===== src/rtl/imem_loader_pkg.sv =====
// Shared types and constants for the instruction memory loader.
// Imported by the loader top and its word packer.
package imem_loader_pkg;

    // Instruction width used across the core.
    localparam int unsigned ILEN = 32;

    // Fill value for unused upper lanes of a short final word.
    localparam logic [7:0] PAD_BYTE = 8'h00;

    typedef enum logic [1:0] {
        ST_IDLE,
        ST_LOAD,
        ST_DONE,
        ST_ERR
    } state_e;

endpackage


===== src/rtl/imem_word_packer.sv =====
// Little-endian byte-to-word packer with a registered word-valid pulse.
// The output word register is separate from the lane register.
module imem_word_packer
    import imem_loader_pkg::*;
(
    input  logic            clk,
    input  logic            rst,
    input  logic            clear_i,
    input  logic            push_i,
    input  logic [7:0]      data_i,
    input  logic            last_i,
    output logic [ILEN-1:0] word_o,
    output logic            word_vld_o
);

    logic [1:0]      byte_cnt_q, byte_cnt_d;
    logic [23:0]     lanes_q, lanes_d;
    logic [ILEN-1:0] word_q, word_d;
    logic            vld_q, vld_d;
    logic            complete;
    logic [ILEN-1:0] assembled;

    assign complete = push_i & ((byte_cnt_q == 2'd3) | last_i);

    // Build the word being completed: stored lanes, current byte, pad above.
    always_comb begin
        assembled = {4{PAD_BYTE}};
        for (int i = 0; i < 3; i++) begin
            if (2'(i) < byte_cnt_q) begin
                assembled[8*i +: 8] = lanes_q[8*i +: 8];
            end
        end
        assembled[{byte_cnt_q, 3'b000} +: 8] = data_i;
    end

    // Next-state for lane storage, byte counter and output word.
    always_comb begin
        lanes_d    = lanes_q;
        byte_cnt_d = byte_cnt_q;
        word_d     = word_q;
        vld_d      = 1'b0;
        if (clear_i) begin
            byte_cnt_d = 2'd0;
        end else if (push_i) begin
            if (complete) begin
                byte_cnt_d = 2'd0;
                word_d     = assembled;
                vld_d      = 1'b1;
            end else begin
                lanes_d[{byte_cnt_q, 3'b000} +: 8] = data_i;
                byte_cnt_d = byte_cnt_q + 2'd1;
            end
        end
    end

    // Packer state registers.
    always_ff @(posedge clk or negedge rst) begin
        if (!rst) begin
            byte_cnt_q <= 2'd0;
            lanes_q    <= '0;
            word_q     <= '0;
            vld_q      <= 1'b0;
        end else begin
            byte_cnt_q <= byte_cnt_d;
            lanes_q    <= lanes_d;
            word_q     <= word_d;
            vld_q      <= vld_d;
        end
    end

    assign word_o     = word_q;
    assign word_vld_o = vld_q;

endmodule


===== src/rtl/imem_loader.sv =====
// Streams program bytes into instruction memory, holding the core in
// reset until a complete program has been written.
module imem_loader
    import imem_loader_pkg::*;
#(
    parameter  int DEPTH  = 256,
    localparam int ADDR_W = $clog2(DEPTH)
) (
    input  logic              clk,
    input  logic              rst,
    input  logic              start,
    input  logic              s_valid,
    output logic              s_ready,
    input  logic [7:0]        s_data,
    input  logic              s_last,
    output logic              imem_we,
    output logic [ADDR_W-1:0] imem_addr,
    output logic [ILEN-1:0]   imem_wdata,
    output logic              core_hold,
    output logic              load_done,
    output logic              load_err,
    output logic [ADDR_W:0]   word_count
);

    state_e            state_q, state_d;
    logic [ADDR_W:0]   cnt_q, cnt_d;
    logic [ADDR_W:0]   pending;
    logic [ILEN-1:0]   word;
    logic              word_vld;
    logic              xfer;
    logic              full;
    logic              overflow;
    logic              push;
    logic              enter;

    assign s_ready  = (state_q == ST_LOAD);
    assign xfer     = s_valid & s_ready;
    // A word still in the write stage already occupies its slot.
    assign pending  = cnt_q + {{ADDR_W{1'b0}}, word_vld};
    assign full     = (pending == (ADDR_W+1)'(DEPTH));
    assign overflow = xfer & full;
    assign push     = xfer & ~full;
    assign enter    = start & (state_q != ST_LOAD);

    imem_word_packer u_packer (
        .clk        (clk),
        .rst        (rst),
        .clear_i    (enter),
        .push_i     (push),
        .data_i     (s_data),
        .last_i     (s_last),
        .word_o     (word),
        .word_vld_o (word_vld)
    );

    // Load sequencing and word counter next-state.
    always_comb begin
        state_d = state_q;
        cnt_d   = cnt_q;
        unique case (state_q)
            ST_IDLE, ST_DONE, ST_ERR: begin
                if (start) state_d = ST_LOAD;
            end
            ST_LOAD: begin
                if (overflow) begin
                    state_d = ST_ERR;
                end else if (push && s_last) begin
                    state_d = ST_DONE;
                end
            end
            default: state_d = ST_IDLE;
        endcase
        if (enter) begin
            cnt_d = '0;
        end else if (word_vld) begin
            cnt_d = cnt_q + 1'b1;
        end
    end

    // State and word counter registers.
    always_ff @(posedge clk or negedge rst) begin
        if (!rst) begin
            state_q <= ST_IDLE;
            cnt_q   <= '0;
        end else begin
            state_q <= state_d;
            cnt_q   <= cnt_d;
        end
    end

    assign imem_we    = word_vld;
    assign imem_addr  = cnt_q[ADDR_W-1:0];
    assign imem_wdata = word;
    assign core_hold  = (state_q != ST_DONE);
    assign load_done  = (state_q == ST_DONE);
    assign load_err   = (state_q == ST_ERR);
    assign word_count = cnt_q;

endmodule


===== config.mk =====
export PLATFORM = sky130hd
export DESIGN_NAME = imem_loader
export DESIGN_NICKNAME = d
export VERILOG_FILES = /design/src/rtl/imem_loader_pkg.sv /design/src/rtl/imem_word_packer.sv /design/src/rtl/imem_loader.sv
export SDC_FILE = /design/constraint.sdc
export NUM_CORES = 1
export LEC_CHECK = 0
export ABC_AREA = 0
export BUFFER_PORTS_ARGS = -buffer_cell sky130_fd_sc_hd__clkbuf_2
export CAP_MARGIN = 20
export CORE_MARGIN = 4
export CORE_UTILIZATION = 55
export DETAILED_ROUTE_END_ITERATION = 12
export PLACE_DENSITY_LB_ADDON = 0.1
export SLEW_MARGIN = 10
export SYNTH_ARGS = -nofsm -noshare
export SYNTH_HDL_FRONTEND = slang
export SYNTH_HIERARCHICAL = 1
export SYNTH_SLANG_ARGS = --single-unit

===== constraint.sdc =====
create_clock -name clk -period 3.4 [get_ports clk]
set_input_delay 0.34 -clock clk [delete_from_list [all_inputs] [get_ports clk]]
set_output_delay 0.34 -clock clk [all_outputs]
set_load 0.01 [all_outputs]

# Word level (Yosys, flattened, before mapping)
# Index checks and enable logic that the tools add are counted.
[op_classes]
add_sub_neg = 4
n_mul = 0
div = 0
order_cmp = 3
n_eq_ne = 9
shifts = 4
n_mux = 17
bitwise_logic = 9
reduce_logical = 8
[op_table]
columns = ["op", "n"]
rows = [
  ["bitwise mux 32 bit", 1],
  ["variable shift 8 x 7 -> 32 bit (first input constant)", 1],
  ["indexed part select 8 x 7 -> 32 bit", 1],
  ["bitwise mux 24 bit", 1],
  ["two-way mux 8 bit", 3],
  ["variable shift 8 x 7 -> 24 bit (first input constant)", 1],
  ["indexed part select 8 x 7 -> 24 bit", 1],
  ["two-way mux 9 bit", 2],
  ["two-way mux 2 bit", 6],
  ["adder 9 x 1 -> 9 bit", 1],
  ["adder 9 x 1 -> 9 bit (second input constant)", 1],
  ["equality test 9 bit (second input constant)", 1],
  ["negation 5 -> 7 bit", 1],
  ["equality test 2 bit (second input constant)", 3],
  ["AND reduction 3 bit", 2],
  ["bitwise AND 1 bit", 5],
  ["less-than comparator 1 x 2 -> 1 bit (first input constant)", 2],
  ["!= test 2 bit (second input constant)", 2],
  ["case mux 2 bit (2 select lines)", 1],
  ["nonzero test 2 bit", 2],
  ["two-way mux 1 bit", 3],
  ["!= test 3 x 1 -> 1 bit (second input constant)", 1],
  ["NOT 1 bit", 3],
  ["OR reduction 3 bit", 1],
  ["8 further kinds", 8],
]
[totals]
reg_bits = 70
latch_bits = 0
mem_bits_rw = 0
mem_bits_ro = 0
inputBits = 13
output_inout_bits = 54
word_cells = 60
n_memories = 0

# Depth between registers and ports, before layout
# Gate-level depths: netlist of the first run.
[depth]
ltp_word = 8
mapped_depth = 12
ltp_nobuf = 10

# By module
# The synthesis of the first run kept the hierarchy.
[by_module_without_submodules]
columns = ["module", "instances", "cells_each", "area_per_inst_um2", "seq_area_each_um2"]
rows = [
  ["imem_word_packer", 1, 253, 2803.9, 1476.4],
  ["imem_loader", 1, 85, 772.0, 275.3],
]

# Least setup slack after synthesis of the first run
# OpenSTA, ideal clock, no wires.
[synth_path]
path_kind = "register -> register"
from = "register cnt_q[0] (netlist: word_count[0])"
to = "register u_packer.lanes_q[0]"
setup_time_ns = 0.128
arrival_ns = 2.400
required_ns = 3.272
slack_ns = 0.872
stages_incl_launch_ff = 11
synth_period_minus_slack_ns = 2.528
cell_sequence = "dfrtp_1 -> ha_1 -> ha_1 -> xor2_1 -> nor3_1 -> o2111a_2 -> a31oi_2 -> nor2b_1 -> buf_4 -> nand3_4 -> mux2_1"
[synth_via]
elab_chain_cells = 7
[synth_lines]
columns = ["item", "line_no", "text"]
rows = [
  ["start, declared", "imem_loader.sv:26", "logic [ADDR_W:0] cnt_q, cnt_d;"],
  ["start signal, assigned", "imem_loader.sv:87", "cnt_q <= cnt_d;"],
  ["adder 9 x 1 -> 9 bit (*)", "imem_loader.sv:39", "assign pending = cnt_q + {{ADDR_W{1'b0}}, word_vld};"],
  ["equality test 9 bit (*)", "imem_loader.sv:40", "assign full = (pending == (ADDR_W+1)'(DEPTH));"],
  ["NOT 1 bit (*)", "imem_loader.sv:42", "assign push = xfer & ~full;"],
  ["bitwise AND 1 bit (*)", "imem_loader.sv:42", ""],
  ["named net push", "imem_loader.sv:33", "logic push;"],
  ["bitwise AND 1 bit", "imem_word_packer.sv:23", "assign complete = push_i & ((byte_cnt_q == 2'd3) | last_i);"],
  ["NOT 1 bit (no line)", "n/a", ""],
  ["AND reduction 3 bit (no line) (*)", "n/a", ""],
  ["end signal, assigned", "imem_word_packer.sv:65", "lanes_q <= lanes_d;"],
  ["end, declared", "imem_word_packer.sv:17", "logic [23:0] lanes_q, lanes_d;"],
]
# Mark *: on every way through the listed nets, which the timed path passes. The rest lies on a longest branch.
# A chain may end at the register's enable or synchronous reset.

# Worst setup path after layout of the first run
[layout_path]
from = "register u_packer.vld_q (netlist: u_packer/word_vld_o)"
to = "register u_packer.word_q[23] (netlist: u_packer/word_o[23])"
[layout_via]
elab_chain_cells = 6
[layout_lines]
columns = ["item", "line_no", "text"]
rows = [
  ["start, declared", "imem_word_packer.sv:19", "logic vld_q, vld_d;"],
  ["start signal, assigned", "imem_word_packer.sv:67", "vld_q <= vld_d;"],
  ["adder 9 x 1 -> 9 bit (*)", "imem_loader.sv:39", ""],
  ["equality test 9 bit (*)", "imem_loader.sv:40", ""],
  ["NOT 1 bit (*)", "imem_loader.sv:42", ""],
  ["bitwise AND 1 bit (*)", "imem_loader.sv:42", ""],
  ["named net push", "imem_loader.sv:33", ""],
  ["bitwise AND 1 bit", "imem_word_packer.sv:23", ""],
  ["AND reduction 3 bit (no line) (*)", "n/a", ""],
  ["end signal, assigned", "imem_word_packer.sv:66", "word_q <= word_d;"],
  ["end, declared", "imem_word_packer.sv:18", "logic [ILEN-1:0] word_q, word_d;"],
]
# Marked as above.

==> impl_metrics.ini, run 1 <==
[clocking]
cts_buffers = 9
root_buffer = clkbuf_8
htree_levels = 3
path_clk_slew_ns = 0.08
cts_setup_buffers = 0
clock-sinks = 70
worstSkewPairLatency_ns = 0.34
cts_tree = yes
cts_buffer_depth = 2

[placed_design]
place_area_mm2 = 0.00389
gp_congestion = 0.825
dpl.cell_count = 460
dpl.hpwl_um = 5560
io_buffers = 66

[finish]
stdcell_area_mm2 = 0.00412
layout-drive-gt1-share = 0.260
layout.nets = 417
syn2layout_area_growth_pct = 15.3
layout_common_cells = dfrtp_1 (70), clkbuf_2 (65), a21oi_1 (36)
final_common_cell = dfrtp_1
antenna_cells = 0
instances_no_fill = 477
nFillCells = 528

[sta]
worst_pin_slew_ns = 0.815
skew_ns = 0.00884
rsz0062_at_grt = false
setup_tns_ns = 0
relSlewSlack = 0.454
setup_viol = 0
final.period_utilization = 0.881
max_freq_ghz = 0.334
hold_viol_final = 0
drv_slew = 0
finalCriticalPeriod_ns = 2.99

[worst_setup_path]
crit_chain = ha_1, ha_1, xor2_1, nor3_1, o2111a_2, a31oi_2, nor2b_4, nand2_4, inv_2, a21oi_1
crit_slowest_cell = dfrtp_1
timing.critical_path.buf_inv = 1
reg2reg_from = u_packer/word_vld_o$_DFF_PN0_
arrival_ns = 3.20
rr_worst_depth = 10
r2r_end = u_packer/word_o[23]$_DFFE_PN0P_
worstSetupPathType = reg2reg
path_delay_family = compound AO/OA/AOI/OAI gates
worst_path_most_repeated_cell = ha_1
cp_max_fo = 25
rrSetupSlack_ns = 0.41
crit_required_ns = 3.60
startpoint_type = flop
critPathMaxStageDelay_ns = 0.47
critPathCaptureType = flop

[synthesis]
synthDistinctLibCells = 49
ys_ff_latch = 70
yosys.area.top_type_share = 0.490
ys_warn_count = 6
synth.largest_area_cell = dfrtp_1
synth_area_mm2 = 0.00358
netlist_instances = 338
ys_seq_area_frac = 0.490
netlist_top_cells_area = dfrtp_1 (49%), a21oi_1 (5.0%), mux2i_1 (5.0%)
syn_avg_cell_area_um2 = 10.6
synth_fp_nets = 360

[power_and_ir_drop]
p_total_mw = 3.03
ir_worst_vdd_uv = 437
power_density_mw_per_mm2 = 736
cellLeakagePower_nw = 2.03

[min_path]
hp-start = start
min_path_cells = 2
hold_class = in2reg
hold_end = state_q[1]$_DFFE_PN0P_

[route]
wl_met3_um = 471
wl_met1_um = 3710
detail_route.first_pass.iterations = 5
wl_per_cell_um = 16.7
wirelength_um = 7960
drtAntennaViolNets = 0
viasPerCell = 5.73
routed.top_layer = met4
drc = 0
vias = 2732
drtIter0Drc = 153
met2_length_um = 3650

[die]
core-area_mm2 = 0.00631
num_rows = 29
die_h_um = 88.6
initial_core_util = 0.566
io_pins = 67
die_area_mm2 = 0.00786
die_w_um = 88.6

[outcome]
status = finished clean

[grt]
antenna_found_initial = 0
grt_max_degree = 34
grt_pass1_vias = 2699
grt_pass1_wl_um = 13500
grt.overflow.total = 0
track_usage = 0.225

[flow_run]
maxCapViolations = 0
==> area by class of cell <==
class / count / area (um2) / area share
clock inverters: 5 / 81.3 / 0.0197
multi-input cells: 219 / 1590 / 0.384
clock buffers: 11 / 141 / 0.0343
repair buffers: 73 / 385 / 0.0934
well taps: 77 / 96.3 / 0.0234
inverters: 22 / 82.6 / 0.0200
flip-flops and latches: 70 / 1750 / 0.425
==> how the worst max path moves through the flow <==
stage	startpoint	to	slack, ns	depth (start not counted)
global route	u_packer/word_vld_o$_DFF_PN0_	u_packer/word_o[1]$_DFFE_PN0P_	0.15	10
global placement	u_packer/word_vld_o$_DFF_PN0_	u_packer/word_o[2]$_DFFE_PN0P_	0.40	10
finish	u_packer/word_vld_o$_DFF_PN0_	u_packer/word_o[23]$_DFFE_PN0P_	0.41	10
detailed placement	u_packer/word_vld_o$_DFF_PN0_	u_packer/word_o[23]$_DFFE_PN0P_	0.27	10
floorplan	word_count[0]$_DFFE_PN0P_	u_packer/lanes_q[0]$_DFFE_PN0P_	0.87	10
CTS	u_packer/word_vld_o$_DFF_PN0_	u_packer/word_o[23]$_DFFE_PN0P_	0.24	10
==> Yosys cell counts (all sizes together) <==
cell type,number
dfrtp,70
a21oi,36
buf,24
inv,22
nand2,22
mux2i,18
nand3,14
nor2,12
nand2b,10
and2,9
ha,9
nor2b,9
o22a,9
a22o,8
a22oi,8
a32oi,8
mux2,8
xor2,6
o21ai,5
nand4,4
nor3,4
or3,4
clkbuf,3
a31oi,2
xnor2,2
a31o,1
and3b,1
and4b,1
and4bb,1
nand3b,1
nor3b,1
nor4,1
nor4b,1
o2111a,1
o22ai,1
o31ai,1
or2,1
==> kinds of logic after synthesis <==
kind of cell,share of synthesized area
AO/OA/AOI/OAI,0.152
XOR/XNOR,0.0196
adder cells (fa/ha/maj),0.0315
buffers and inverters,0.0689
flip-flops,0.490
multiplexers,0.0756
AND/OR/NAND/NOR,0.163
==> metal layers <==
metal	up-vias	GRT usage
li1	1298	-
met1	1338	0.323
met2	84	0.340
met3	12	0.0410
met4	0	0.0879
met5	-	0
==> registers in the layout (all words and copies together), names as in the netlist <==
signal and flops:
u_packer/byte_cnt_q 2, u_packer/lanes_q 24, state_q 2, word_count 9
u_packer/word_vld_o 1, u_packer/word_o 32
==> metrics by stage <==
| step | util | worst slack, ns | hold slack, ns |
|---|---|---|---|
| floorplan | - | 0.872 | 0.0444 |
| global placement | 0.616 | 0.398 | 0.302 |
| detailed placement | 0.616 | 0.273 | 0.309 |
| CTS | 0.652 | 0.240 | 0.211 |
| global route | 0.653 | 0.148 | 0.235 |
| finish | 0.653 | 0.406 | 0.228 |
==> repair_timing <==
action	in CTS	in global routing
gates resized for setup	0	1
hold endpoints to repair	18	0
hold buffers	1	0
endpoints found under the setup margin	0	24
==> worst reg2reg max path: stages (launching register included) <==
cell,delay [ns]
dfrtp_1,0.47
ha_1,0.27
ha_1,0.25
xor2_1,0.18
nor3_1,0.06
o2111a_2,0.27
a31oi_2,0.27
nor2b_4,0.40
nand2_4,0.15
inv_2,0.41
a21oi_1,0.13
==> power by group <==
group          leakage (nW)  switching (mW)  total (mW)  internal (mW)
registers             0.868           0.188        1.32           1.13
logic                  1.06           0.529       0.957          0.428
clock network         0.110           0.322       0.757          0.435
Note: power is estimated with default switching activity, not from simulation.
==> run 2, diff against run 1 <==
Settings changed: CORE_UTILIZATION 55 to 39.
==> run 2 against run 1 <==
Clock-buffer cell count is 1 lower. Largest power group unchanged. Power is 2.8% higher. Setup slack better by 0.14 ns. The flow now finishes with violations (hold timing). Design area is 1.5% higher. Register-to-register slack better by 0.14 ns. Worst hold slack worse by 0.25 ns. Combinational power is 0.8% higher. Via count is 3.1% lower. Die area is 37% higher. First-iteration DRC count is 9.8% lower. Sequential power hardly changed.
==> impl_metrics.ini, run 2 (synthesis gave the netlist of run 1 again) <==
[power_and_ir_drop]
ir_worst_vdd_uv = 317
p_int_mw = 2.07
p_total_mw = 3.12
power_density_mw_per_mm2 = 745
cellLeakagePower_nw = 2.05
seq_power_share = 0.423
switchingPower_mw = 1.05
clkPwrFrac = 0.267
swShare = 0.337
combPwrFrac = 0.309

[clocking]
worstSkewPairLatency_ns = 0.35
post_cts_resized = 0
cts_setup_buffers = 0
cts_hold_repair.buffers = 0
htree_levels = 3
root_buffer = clkbuf_8
cts_tree = yes
cts_buffers = 9
clock-sinks = 70
cts_buffer_depth = 2
path_clk_slew_ns = 0.07

[route]
viasPerCell = 5.22
detail_route.first_pass.iterations = 4
vias = 2646
wl_per_cell_um = 16.9
drc = 0
drtAntennaViolNets = 0
wirelength_um = 8590
drtIter0Drc = 138

[finish]
largest_reg_flops = 32
antenna_cells = 0
nFillCells = 862
layout.nets = 416
layout_common_cells = dfrtp_1 (70), clkbuf_2 (65), a21oi_1 (36)
syn2layout_area_growth_pct = 17.0
final_common_cell = dfrtp_1
layout-drive-gt1-share = 0.263

[sta]
drv_slew = 0
skew_ns = 0.0120
max_freq_ghz = 0.350
relSlewSlack = 0.443
worst_pin_slew_ns = 0.831
rsz0062_at_grt = false
timing.hold.ws_ns = -0.0210
final.period_utilization = 0.840
setup_tns_ns = 0
finalCriticalPeriod_ns = 2.86
hold_viol_final = 7
setup_viol = 0

[placed_design]
dpl.hpwl_um = 5840
gp_congestion = 0.817
io_buffers = 66

[worst_setup_path]
arrival_ns = 3.08
cp_max_fo = 12
critPathCaptureType = flop
startpoint_type = flop
crit_required_ns = 3.62
worstSetupPathType = reg2reg

[die]
die_area_mm2 = 0.0108
die_h_um = 104
num_rows = 34
initial_core_util = 0.406
die_w_um = 104
io_pins = 67
core-area_mm2 = 0.00881

[grt]
antenna_found_initial = 0
grt_pass1_vias = 2688
grt.overflow.total = 0
track_usage = 0.167
grt_pass1_wl_um = 14300
grt_max_degree = 71

[outcome]
status = complete, but fails checks
violations = hold timing

[flow_run]
maxCapViolations = 0

[min_path]
hold_class = in2async
run 2: cell types whose count changed in the layout (fill, tap and decap cells not counted), sizes merged:
| cell | change |
|---|---|
| bufinv | +1 |
| clkbuf | -1 |
| clkinv | +2 |
| clkinvlp | -1 |
| dlygate4sd3 | -1 |
| inv | -1 |
run 2: final cells by class:
type / instances / area, um2 / area share
clock buffers: 10 / 138 / 0.0329
well taps: 108 / 135 / 0.0323
repair buffers: 72 / 388 / 0.0927
flip-flops and latches: 70 / 1750 / 0.419
inverters: 22 / 82.6 / 0.0197
multi-input cells: 219 / 1580 / 0.378
clock inverters: 6 / 109 / 0.0260
run 2: power groups by stage:
| stage | Clock, mW | Sequential (mW) | Combinational (mW) |
|---|---|---|---|
| 4_1_cts | 0.857 | 1.32 | 0.983 |
| 3_5_place_dp | 0 | 1.34 | 0.980 |
| 3_3_place_gp | 0 | 1.33 | 0.959 |
| 5_1_grt | 0.901 | 1.36 | 1.08 |
| 2_1_floorplan | 0 | 1.38 | 0.579 |
| 6_report | 0.834 | 1.32 | 0.965 |
run 2: worst max-delay path: stages, from the launching register on:
cell and delay (ns):
dfrtp_1 0.47, ha_1 0.27, ha_1 0.24, xor2_1 0.16
nor3_1 0.06, o2111a_2 0.28, a31oi_2 0.14, nor2b_2 0.38
buf_4 0.27, nand3_2 0.26, mux2i_1 0.20
run 2: per-layer routing:
| metal | wire, um | global-route usage | vias to the layer above |
|---|---|---|---|
| li1 | - | - | 1299 |
| met1 | 4200 | 0.233 | 1269 |
| met5 | 0 | 0 | - |
| met4 | 111 | 0.0456 | 0 |
| met2 | 3830 | 0.250 | 71 |
| met3 | 446 | 0.0566 | 7 |
run 2: worst paths after layout:
kind / startpoint / endpoint / slack (ns) / cells past startpoint
worst max-delay path: u_packer/word_vld_o$_DFF_PN0_ / u_packer/lanes_q[19]$_DFFE_PN0P_ / 0.54 / 10
min in group clk: start / state_q[1]$_DFFE_PN0P_ / 0.22 / 2
worst min register to register: u_packer/lanes_q[2]$_DFFE_PN0P_ / u_packer/lanes_q[2]$_DFFE_PN0P_ / 0.49 / 1
max in group asynchronous: rst / state_q[1]$_DFFE_PN0P_ / 3.07 / 2
worst max register to register: u_packer/word_vld_o$_DFF_PN0_ / u_packer/lanes_q[19]$_DFFE_PN0P_ / 0.54 / 10
worst min-delay path: rst / word_count[3]$_DFFE_PN0P_ / -0.02 / 2
run 2: per-stage QoR:
stage,util,setup WS (ns),area (um2),std cells,hold slack (ns)
floorplan,-,0.872,3580,338,0.0444
global placement,0.447,0.602,3940,491,0.399
detailed placement,0.447,0.548,3940,491,0.401
CTS,0.475,0.538,4180,507,0.0136
global route,0.475,0.334,4180,507,0.0148
finish,0.475,0.543,4180,507,-0.0210
==> run 3, diff against run 2 <==
Clock period 3.4 ns to 2.9 ns, I/O delays scaled along.
==> run 3 against run 2 <==
The flow now finishes without violations. Register-to-register slack got worse by 0.25 ns. Non-clock buffer count rose by 2. Critical path depth unchanged. Sequential cell count is the same. Design area fell by 1.2%. Global-route usage down 0.29 points. Sequential power is 17% higher. Setup slack worse by 0.25 ns. Combinational power rose by 18%. Clock-buffer cell count grew 2. Cell count up 0.39%. Via count shrank 0.23%. Highest routed layer unchanged.
==> impl_metrics.ini, run 3 (synthesis gave the netlist of run 1 again) <==
[outcome]
status = finished clean

[clocking]
cts_buffers = 9
cts_tree = yes
path_clk_slew_ns = 0.08
root_buffer = clkbuf_8
clock-sinks = 70
cts_buffer_depth = 2
htree_levels = 3
cts_setup_buffers = 0
post_cts_resized = 0
cts_hold_repair.buffers = 0
worstSkewPairLatency_ns = 0.34

[worst_setup_path]
worst_path_most_repeated_cell = ha_1
crit_required_ns = 3.12
critPathMaxStageDelay_ns = 0.44
startpoint = word_count[0]$_DFFE_PN0P_
crit_chain = ha_1, ha_1, xor2_1, nor3_1, o2111a_2, a31oi_2, nor2b_2, buf_12, nand3_4, mux2_1
worstSetupPathType = reg2reg
reg2reg_from = word_count[0]$_DFFE_PN0P_
critPathCaptureType = flop
arrival_ns = 2.83
startpoint_type = flop
cp_max_fo = 28
crit_slowest_cell = dfrtp_1

[die]
initial_core_util = 0.406
die_w_um = 104
die_h_um = 104
io_pins = 67
num_rows = 34
core-area_mm2 = 0.00881
die_area_mm2 = 0.0108

[finish]
nFillCells = 872
instances_no_fill = 509
syn2layout_area_growth_pct = 15.6
layout_common_cells = dfrtp_1 (70), clkbuf_2 (65), a21oi_1 (36)
largest_reg_flops = 32
layout-drive-gt1-share = 0.262
final_core_util = 0.470
layout.nets = 418
final_common_cell = dfrtp_1
antenna_cells = 0

[grt]
grt.overflow.total = 0
grt_pass1_wl_um = 14400
track_usage = 0.164
antenna_found_initial = 0
grt_pass1_vias = 2707
grt_max_degree = 37

[power_and_ir_drop]
ir_worst_vdd_uv = 272
cellLeakagePower_nw = 2.02
power_density_mw_per_mm2 = 817
p_total_mw = 3.38

[route]
drtAntennaViolNets = 0
detail_route.first_pass.iterations = 4
drtIter0Drc = 112
wirelength_um = 8500
viasPerCell = 5.19
drc = 0
wl_per_cell_um = 16.7
vias = 2640

[placed_design]
dpl.hpwl_um = 5820
dpl.cell_count = 493
gp_congestion = 0.752
io_buffers = 66

[sta]
worst_pin_slew_ns = 0.809
timing.hold.ws_ns = 0.0326
rsz0062_at_grt = false
finalCriticalPeriod_ns = 2.61
relSlewSlack = 0.461
skew_ns = 0.00890
setup_viol = 0
hold_viol_final = 0
setup_tns_ns = 0
max_freq_ghz = 0.383
final.period_utilization = 0.900
drv_slew = 0

[min_path]
hold_class = in2async

[flow_run]
maxCapViolations = 0
==> run 3: cell count changes in the layout (fill, tap and decap cells not counted) <==
cell	previous run	this run
clkinvlp_4	0	1
inv_2	1	0
clkinv_2	2	3
bufinv_16	3	0
inv_4	0	1
buf_12	1	2
buf_4	5	6
clkinv_4	1	0
clkbuf_1	0	2
==> run 3: routing by layer <==
layer  global-route usage  share of wire
met1                0.233           0.49
met2                0.247           0.45
met3               0.0454          0.052
met4               0.0456         0.0071
met5                    0              0
==> run 3: area by class of cell <==
cell class / count / area (um2) / area share
Tap cell: 108 / 135 / 0.0327
Clock buffer: 12 / 145 / 0.0351
Multi-Input combinational cell: 219 / 1580 / 0.382
Sequential cell: 70 / 1750 / 0.424
Timing Repair Buffer: 74 / 415 / 0.100
Clock inverter: 4 / 22.5 / 0.00545
Inverter: 22 / 85.1 / 0.0206
==> run 3: power by group <==
group / total (mW) / internal, mW / switching [mW]
combinational: 1.14 / 0.509 / 0.631
clock: 0.693 / 0.330 / 0.362
sequential: 1.55 / 1.33 / 0.219
total: 3.38 / 2.17 / 1.21
==> run 3: worst paths after layout <==
path | slack, ns | cells past startpoint | to
setup / recovery | 0.29 | 10 | u_packer/lanes_q[6]$_DFFE_PN0P_
hold / removal | 0.03 | 1 | word_count[3]$_DFFE_PN0P_
setup reg to reg | 0.29 | 10 | u_packer/lanes_q[6]$_DFFE_PN0P_
max in group asynchronous | 2.19 | 2 | u_packer/word_o[10]$_DFFE_PN0P_
hold reg to reg | 0.49 | 1 | u_packer/lanes_q[7]$_DFFE_PN0P_
min in group clk | 0.17 | 2 | state_q[1]$_DFFE_PN0P_
==> run 3: stage by stage <==
| step | setup WS (ns) | area (um2) |
|---|---|---|
| finish | 0.290 | 4140 |
| global route | 0.134 | 4140 |
| CTS | 0.134 | 4130 |
| detailed placement | 0.138 | 3970 |
| global placement | 0.220 | 3970 |
| floorplan | 0.372 | 3580 |
==> run 3: worst max-delay path, delay by kind of cell (launching register included) <==
kind                       cells  cell delay (ns)
buffers and inverters          1             0.20
xor gates and xnor gates       1             0.16
adders and majority gates      2             0.46
AOI/OAI and AO/OA              2             0.41
DFF                            1             0.44
and+or+nand+nor                3             0.43
muxes                          1             0.38
